$ cat config.mk
export PLATFORM = sky130hd
export DESIGN_NAME = dmem_arbiter
export DESIGN_NICKNAME = d
export VERILOG_FILES = /design/src/rtl/dmem_arbiter.sv
export SDC_FILE = /design/constraint.sdc
export NUM_CORES = 1
export LEC_CHECK = 0
export CORE_AREA = 2 2 158 160
export CTS_BUF_LIST = sky130_fd_sc_hd__clkbuf_4 sky130_fd_sc_hd__clkbuf_8 sky130_fd_sc_hd__clkbuf_16
export DETAILED_ROUTE_END_ITERATION = 7
export DIE_AREA = 0 0 160 162
export PLACE_DENSITY = 0.72
export SETUP_SLACK_MARGIN = 0.5
export SLEW_MARGIN = 20
export SYNTH_ARGS = -nofsm -noshare
export SYNTH_HDL_FRONTEND = slang
export SYNTH_SLANG_ARGS = --single-unit
export TNS_END_PERCENT = 20
$ cat constraint.sdc
create_clock -name clk -period 2.45 [get_ports clk]
set_input_delay 0.49 -clock clk [delete_from_list [all_inputs] [get_ports clk]]
set_output_delay 0.49 -clock clk [all_outputs]
set_load 0.02 [all_outputs]
$ cat src/rtl/dmem_arbiter.sv
// dmem_arbiter: round-robin sharing of one single-ported data RAM
// between NUM_CORES MEM stages, one transaction outstanding at a time.
module dmem_arbiter #(
   parameter int NUM_CORES   = 4,
   parameter int ADDR_W      = 32,
   parameter int DATA_W      = 32,
   parameter int MEM_LATENCY = 2
) (
   input  logic                        clk,
   input  logic                        rst_n,
   input  logic [NUM_CORES-1:0]        req_valid,
   input  logic [NUM_CORES-1:0]        req_we,
   input  logic [NUM_CORES*ADDR_W-1:0] req_addr,
   input  logic [NUM_CORES*DATA_W-1:0] req_wdata,
   output logic [NUM_CORES-1:0]        req_ready,
   output logic [NUM_CORES-1:0]        rsp_valid,
   output logic [DATA_W-1:0]           rsp_rdata,
   output logic                        mem_en,
   output logic                        mem_we,
   output logic [ADDR_W-1:0]           mem_addr,
   output logic [DATA_W-1:0]           mem_wdata,
   input  logic [DATA_W-1:0]           mem_rdata,
   output logic                        busy
);

   localparam int idx_w = (NUM_CORES > 1) ? $clog2(NUM_CORES) : 1;
   localparam int cnt_w = (MEM_LATENCY > 1) ? $clog2(MEM_LATENCY) : 1;
   localparam logic [cnt_w-1:0] cnt_init = cnt_w'(MEM_LATENCY - 1);
   localparam logic [idx_w-1:0] idx_last = idx_w'(NUM_CORES - 1);

   typedef enum logic [1:0] {
      st_idle,
      st_access,
      st_wait,
      st_resp
   } state_t;

   state_t state_q;
   state_t state_d;

   logic [idx_w-1:0]  rr_ptr_q;
   logic [idx_w-1:0]  rr_ptr_d;
   logic [idx_w-1:0]  gnt_q;
   logic [cnt_w-1:0]  cnt_q;
   logic [cnt_w-1:0]  cnt_d;
   logic              we_q;
   logic [ADDR_W-1:0] addr_q;
   logic [DATA_W-1:0] wdata_q;
   logic [DATA_W-1:0] rdata_q;

   logic              found;
   logic [idx_w-1:0]  win;
   logic              accept;
   logic              capture;

   function automatic logic [idx_w-1:0] wrap_add(
      input logic [idx_w-1:0] base,
      input int               k
   );
      int s;
      s = int'(base) + k;
      if (s >= NUM_CORES) begin
         s = s - NUM_CORES;
      end
      return idx_w'(s);
   endfunction

   // Scan starts at rr_ptr so the core served last is checked last.
   always_comb begin
      found = 1'b0;
      win   = '0;
      for (int k = 0; k < NUM_CORES; k++) begin
         if (!found && req_valid[wrap_add(rr_ptr_q, k)]) begin
            found = 1'b1;
            win   = wrap_add(rr_ptr_q, k);
         end
      end
   end

   always_comb begin
      state_d   = state_q;
      rr_ptr_d  = rr_ptr_q;
      cnt_d     = cnt_q;
      accept    = 1'b0;
      capture   = 1'b0;
      req_ready = '0;
      rsp_valid = '0;
      mem_en    = 1'b0;
      busy      = 1'b1;
      unique case (state_q)
         st_idle: begin
            busy = 1'b0;
            if (found && rst_n) begin
               accept         = 1'b1;
               req_ready[win] = 1'b1;
               state_d        = st_access;
            end
         end
         st_access: begin
            mem_en  = 1'b1;
            cnt_d   = cnt_init;
            state_d = st_wait;
         end
         st_wait: begin
            if (cnt_q == '0) begin
               capture = 1'b1;
               state_d = st_resp;
            end else begin
               cnt_d = cnt_q - cnt_w'(1);
            end
         end
         st_resp: begin
            rsp_valid[gnt_q] = 1'b1;
            rr_ptr_d = (gnt_q == idx_last) ? '0
                                           : gnt_q + idx_w'(1);
            state_d  = st_idle;
         end
         default: begin
            state_d = st_idle;
         end
      endcase
   end

   always_ff @(posedge clk or negedge rst_n) begin
      if (!rst_n) begin
         state_q  <= st_idle;
         rr_ptr_q <= '0;
         cnt_q    <= '0;
      end else begin
         state_q  <= state_d;
         rr_ptr_q <= rr_ptr_d;
         cnt_q    <= cnt_d;
      end
   end

   // Request fields are latched at accept; the core may drop them next cycle.
   always_ff @(posedge clk or negedge rst_n) begin
      if (!rst_n) begin
         gnt_q   <= '0;
         we_q    <= 1'b0;
         addr_q  <= '0;
         wdata_q <= '0;
         rdata_q <= '0;
      end else begin
         if (accept) begin
            gnt_q   <= win;
            we_q    <= req_we[win];
            addr_q  <= req_addr[int'(win)*ADDR_W +: ADDR_W];
            wdata_q <= req_wdata[int'(win)*DATA_W +: DATA_W];
         end
         if (capture) begin
            rdata_q <= we_q ? '0 : mem_rdata;
         end
      end
   end

   assign mem_we    = we_q;
   assign mem_addr  = addr_q;
   assign mem_wdata = wdata_q;
   assign rsp_rdata = rdata_q;

endmodule

==> metrics.txt <==
status=completed; # setup viols final=0; post-synthesis mux area share=0.2221; num ports=405; Worst Tran Pin Value=0.7520 ns; Worst EP arrival=1.85 ns; dpl cell area=10720 um^2; Compound-Gate Fraction of Synth Area=0.1931; crit start category=primary input; metal2 WL=12260 um; initial drt markers=229; Simple-Gate Fraction of Synth Area=0.07320; Slew HR=0.4986; number of core rows=57; routed wl met3=2154 um; share of cells above drive strength 1=0.1072; DR pass1 iterations=4; DRC=0; clk buf depth=2; hold_buf cts=0; met1 WL=9210 um; clk slew on worst S/H paths=0.08 ns; Max Cap Viol=0; adder-cell share of the synthesized area=0.01654; flops & latches, synth=104; Final Hold Fails=0; aggregate global-route resource usage=0.1817; CTS HTree Levels=3; max-slew violations=0; Fmax=427.1 MHz; reg-to-reg startpoint=rr_ptr_q[1]; RD Place Congestion=0.8353; Tmin final=2.341 ns; first-pass GRT wire length=36330 um; clock buffer count from CTS=9; worst setup path startpoint=req_valid[0]; Critical Path End Type=primary output; starting density of the core=0.2510; fin area=11210 um^2; vias per cell=4.663; Post-Layout Cell Count=1322; grt ovf=0; Synth cell types=33; Area Overhead vs Synth=85.32%; Critical Path RT=1.96 ns; fin crit share=0.9557; minimum hold slack=0.2857 ns; Mapped Nets=867; largest net degree at the start of global routing=65; Post-Syn Area=6051 um^2; CTS root buf=clkbuf_16; yosys warns=0; Antenna Nets Post-Route=0; Synth Area in XOR/XNOR=0; initial antenna violation count=1; pwr dens=1021 nW/um^2; largest family of logic cells by synthesized area=multiplexers; die area=25920 um^2; Placed Instances=1298; Seq/Total Area, Yosys=0.4301; routed length per instance=18.20 um; RSZ-0062 raised after global routing=yes; # diodes=0; fin nets=1299; Port-buffer cells=404; clk_lat worst skew=0.35 ns; Syn Inst Count=561; Top FF cell, synth=dfrtp_1; die width=160 um; area of the core=24110 um^2; EDFF count, synth=0; CTS Sinks=104; min-delay worst type=primary input to asynchronous set/reset pin; leading cell type in the layout, fill and taps excluded=clkdlybuf4s50_1; TNS Setup=0 ns; total number of vias=6164; critical path peak fanout=4; worst setup path category=primary input to primary output; CTS tree=built; top layer in use=met5; hpwl dp=17970 um; Avg Cell Area, Syn=10.79 um^2; final clock skew=0.01249 ns; Peak VDD IR=0.4905 mV; ys async rst share=1.000; commonest non-fill, non-tap cells in the layout=clkdlybuf4s50_1, mux2i_1, dfrtp_1, a21o_1, o22ai_1; LEAKAGE=5.379 nW; die height=162 um; Routed WL=24050 um; number of global-route vias before repair=6396
## path summary, 6_finish.rpt
path	cells after the start	slack (ns)	end
min	2	0.29	rsp_rdata[20]
max in group asynchronous	3	0.94	state_q[0]
min in group clk	1	0.48	mem_addr[13]
max reg2reg	8	0.22	mem_wdata[3]
max	7	0.11	req_ready[0]
min reg2reg	1	0.48	mem_addr[13]
## state kept, by name (all words and copies together) (netlist names)
| name | cells |
|---|---|
| state_q | 2 |
| mem_wdata | 32 |
| gnt_q | 2 |
| rr_ptr_q | 2 |
| cnt_q | 1 |
| mem_we | 1 |
| rsp_rdata | 32 |
| mem_addr | 32 |
## power by group
| group | leakage, nW | switching, mW | internal, mW |
|---|---|---|---|
| sequential | 1.29 | 0.459 | 2.53 |
| clock | 0.141 | 0.694 | 0.733 |
| combinational | 3.95 | 3.33 | 3.70 |
## worst max-delay path: stages
cell,delay (ns)
dlygate4sd2_1,0.26
buf_4,0.15
or4_4,0.41
and3_4,0.22
o21ai_4,0.08
nor2_1,0.07
buf_4,0.15
## synthesized netlist by cell type, drive strengths merged, types with 4 or more instances
cell type | count | area [um^2]
o21ai | 36 | 183.9
nand2 | 35 | 131.4
inv | 8 | 30.03
o22ai | 65 | 406.6
nand2b | 35 | 219.0
and2 | 5 | 31.28
dfrtp | 104 | 2603
a21oi | 4 | 20.02
buf | 35 | 325.3
mux2i | 132 | 1321
ha | 8 | 100.1
clkbuf | 10 | 37.54
a21o | 67 | 503.0
## kinds of logic (layout without fill, tap and decap cells)
family	after synthesis	after routing
simple gates	84	84
buf+inv	53	490
mux	134	134
flops	104	104
compound gates	178	178
fa+ha+maj	8	8
## layer usage
metal	up-vias	global-route usage
met5	-	0
met2	293	0.3306
met1	2924	0.2036
li1	2920	-
met4	2	0.05364
met3	25	0.05797
## per-stage QoR
step                total power, mW  utilization  setup WS [ns]
floorplan                     6.825            -         0.3504
global placement              9.782       0.4446        -0.5490
detailed placement            9.871       0.4446        -0.5838
CTS                           11.60       0.4648        0.07884
global route                  12.17       0.4652        0.07476
finish                        11.45       0.4652         0.1086
## what timing repair did
item / in CTS / in global routing
setup buffers: 3 / 1
resized for setup: 42 / 11
setup endpoints to repair: 76 / 76
cloned: 4 / 0
pin swaps: 6 / 3
## final cells by class
cell class / instances / area (um^2)
fillers: 2355 / 12890
repair buffers: 466 / 4721
multi-input cells: 404 / 3164
flip-flops and latches: 104 / 2604
well taps: 324 / 405.4
clock buffers: 10 / 239.0
clock inverters: 6 / 50.05
inverters: 8 / 30.03
Note: power is estimated with default switching activity, not from simulation.
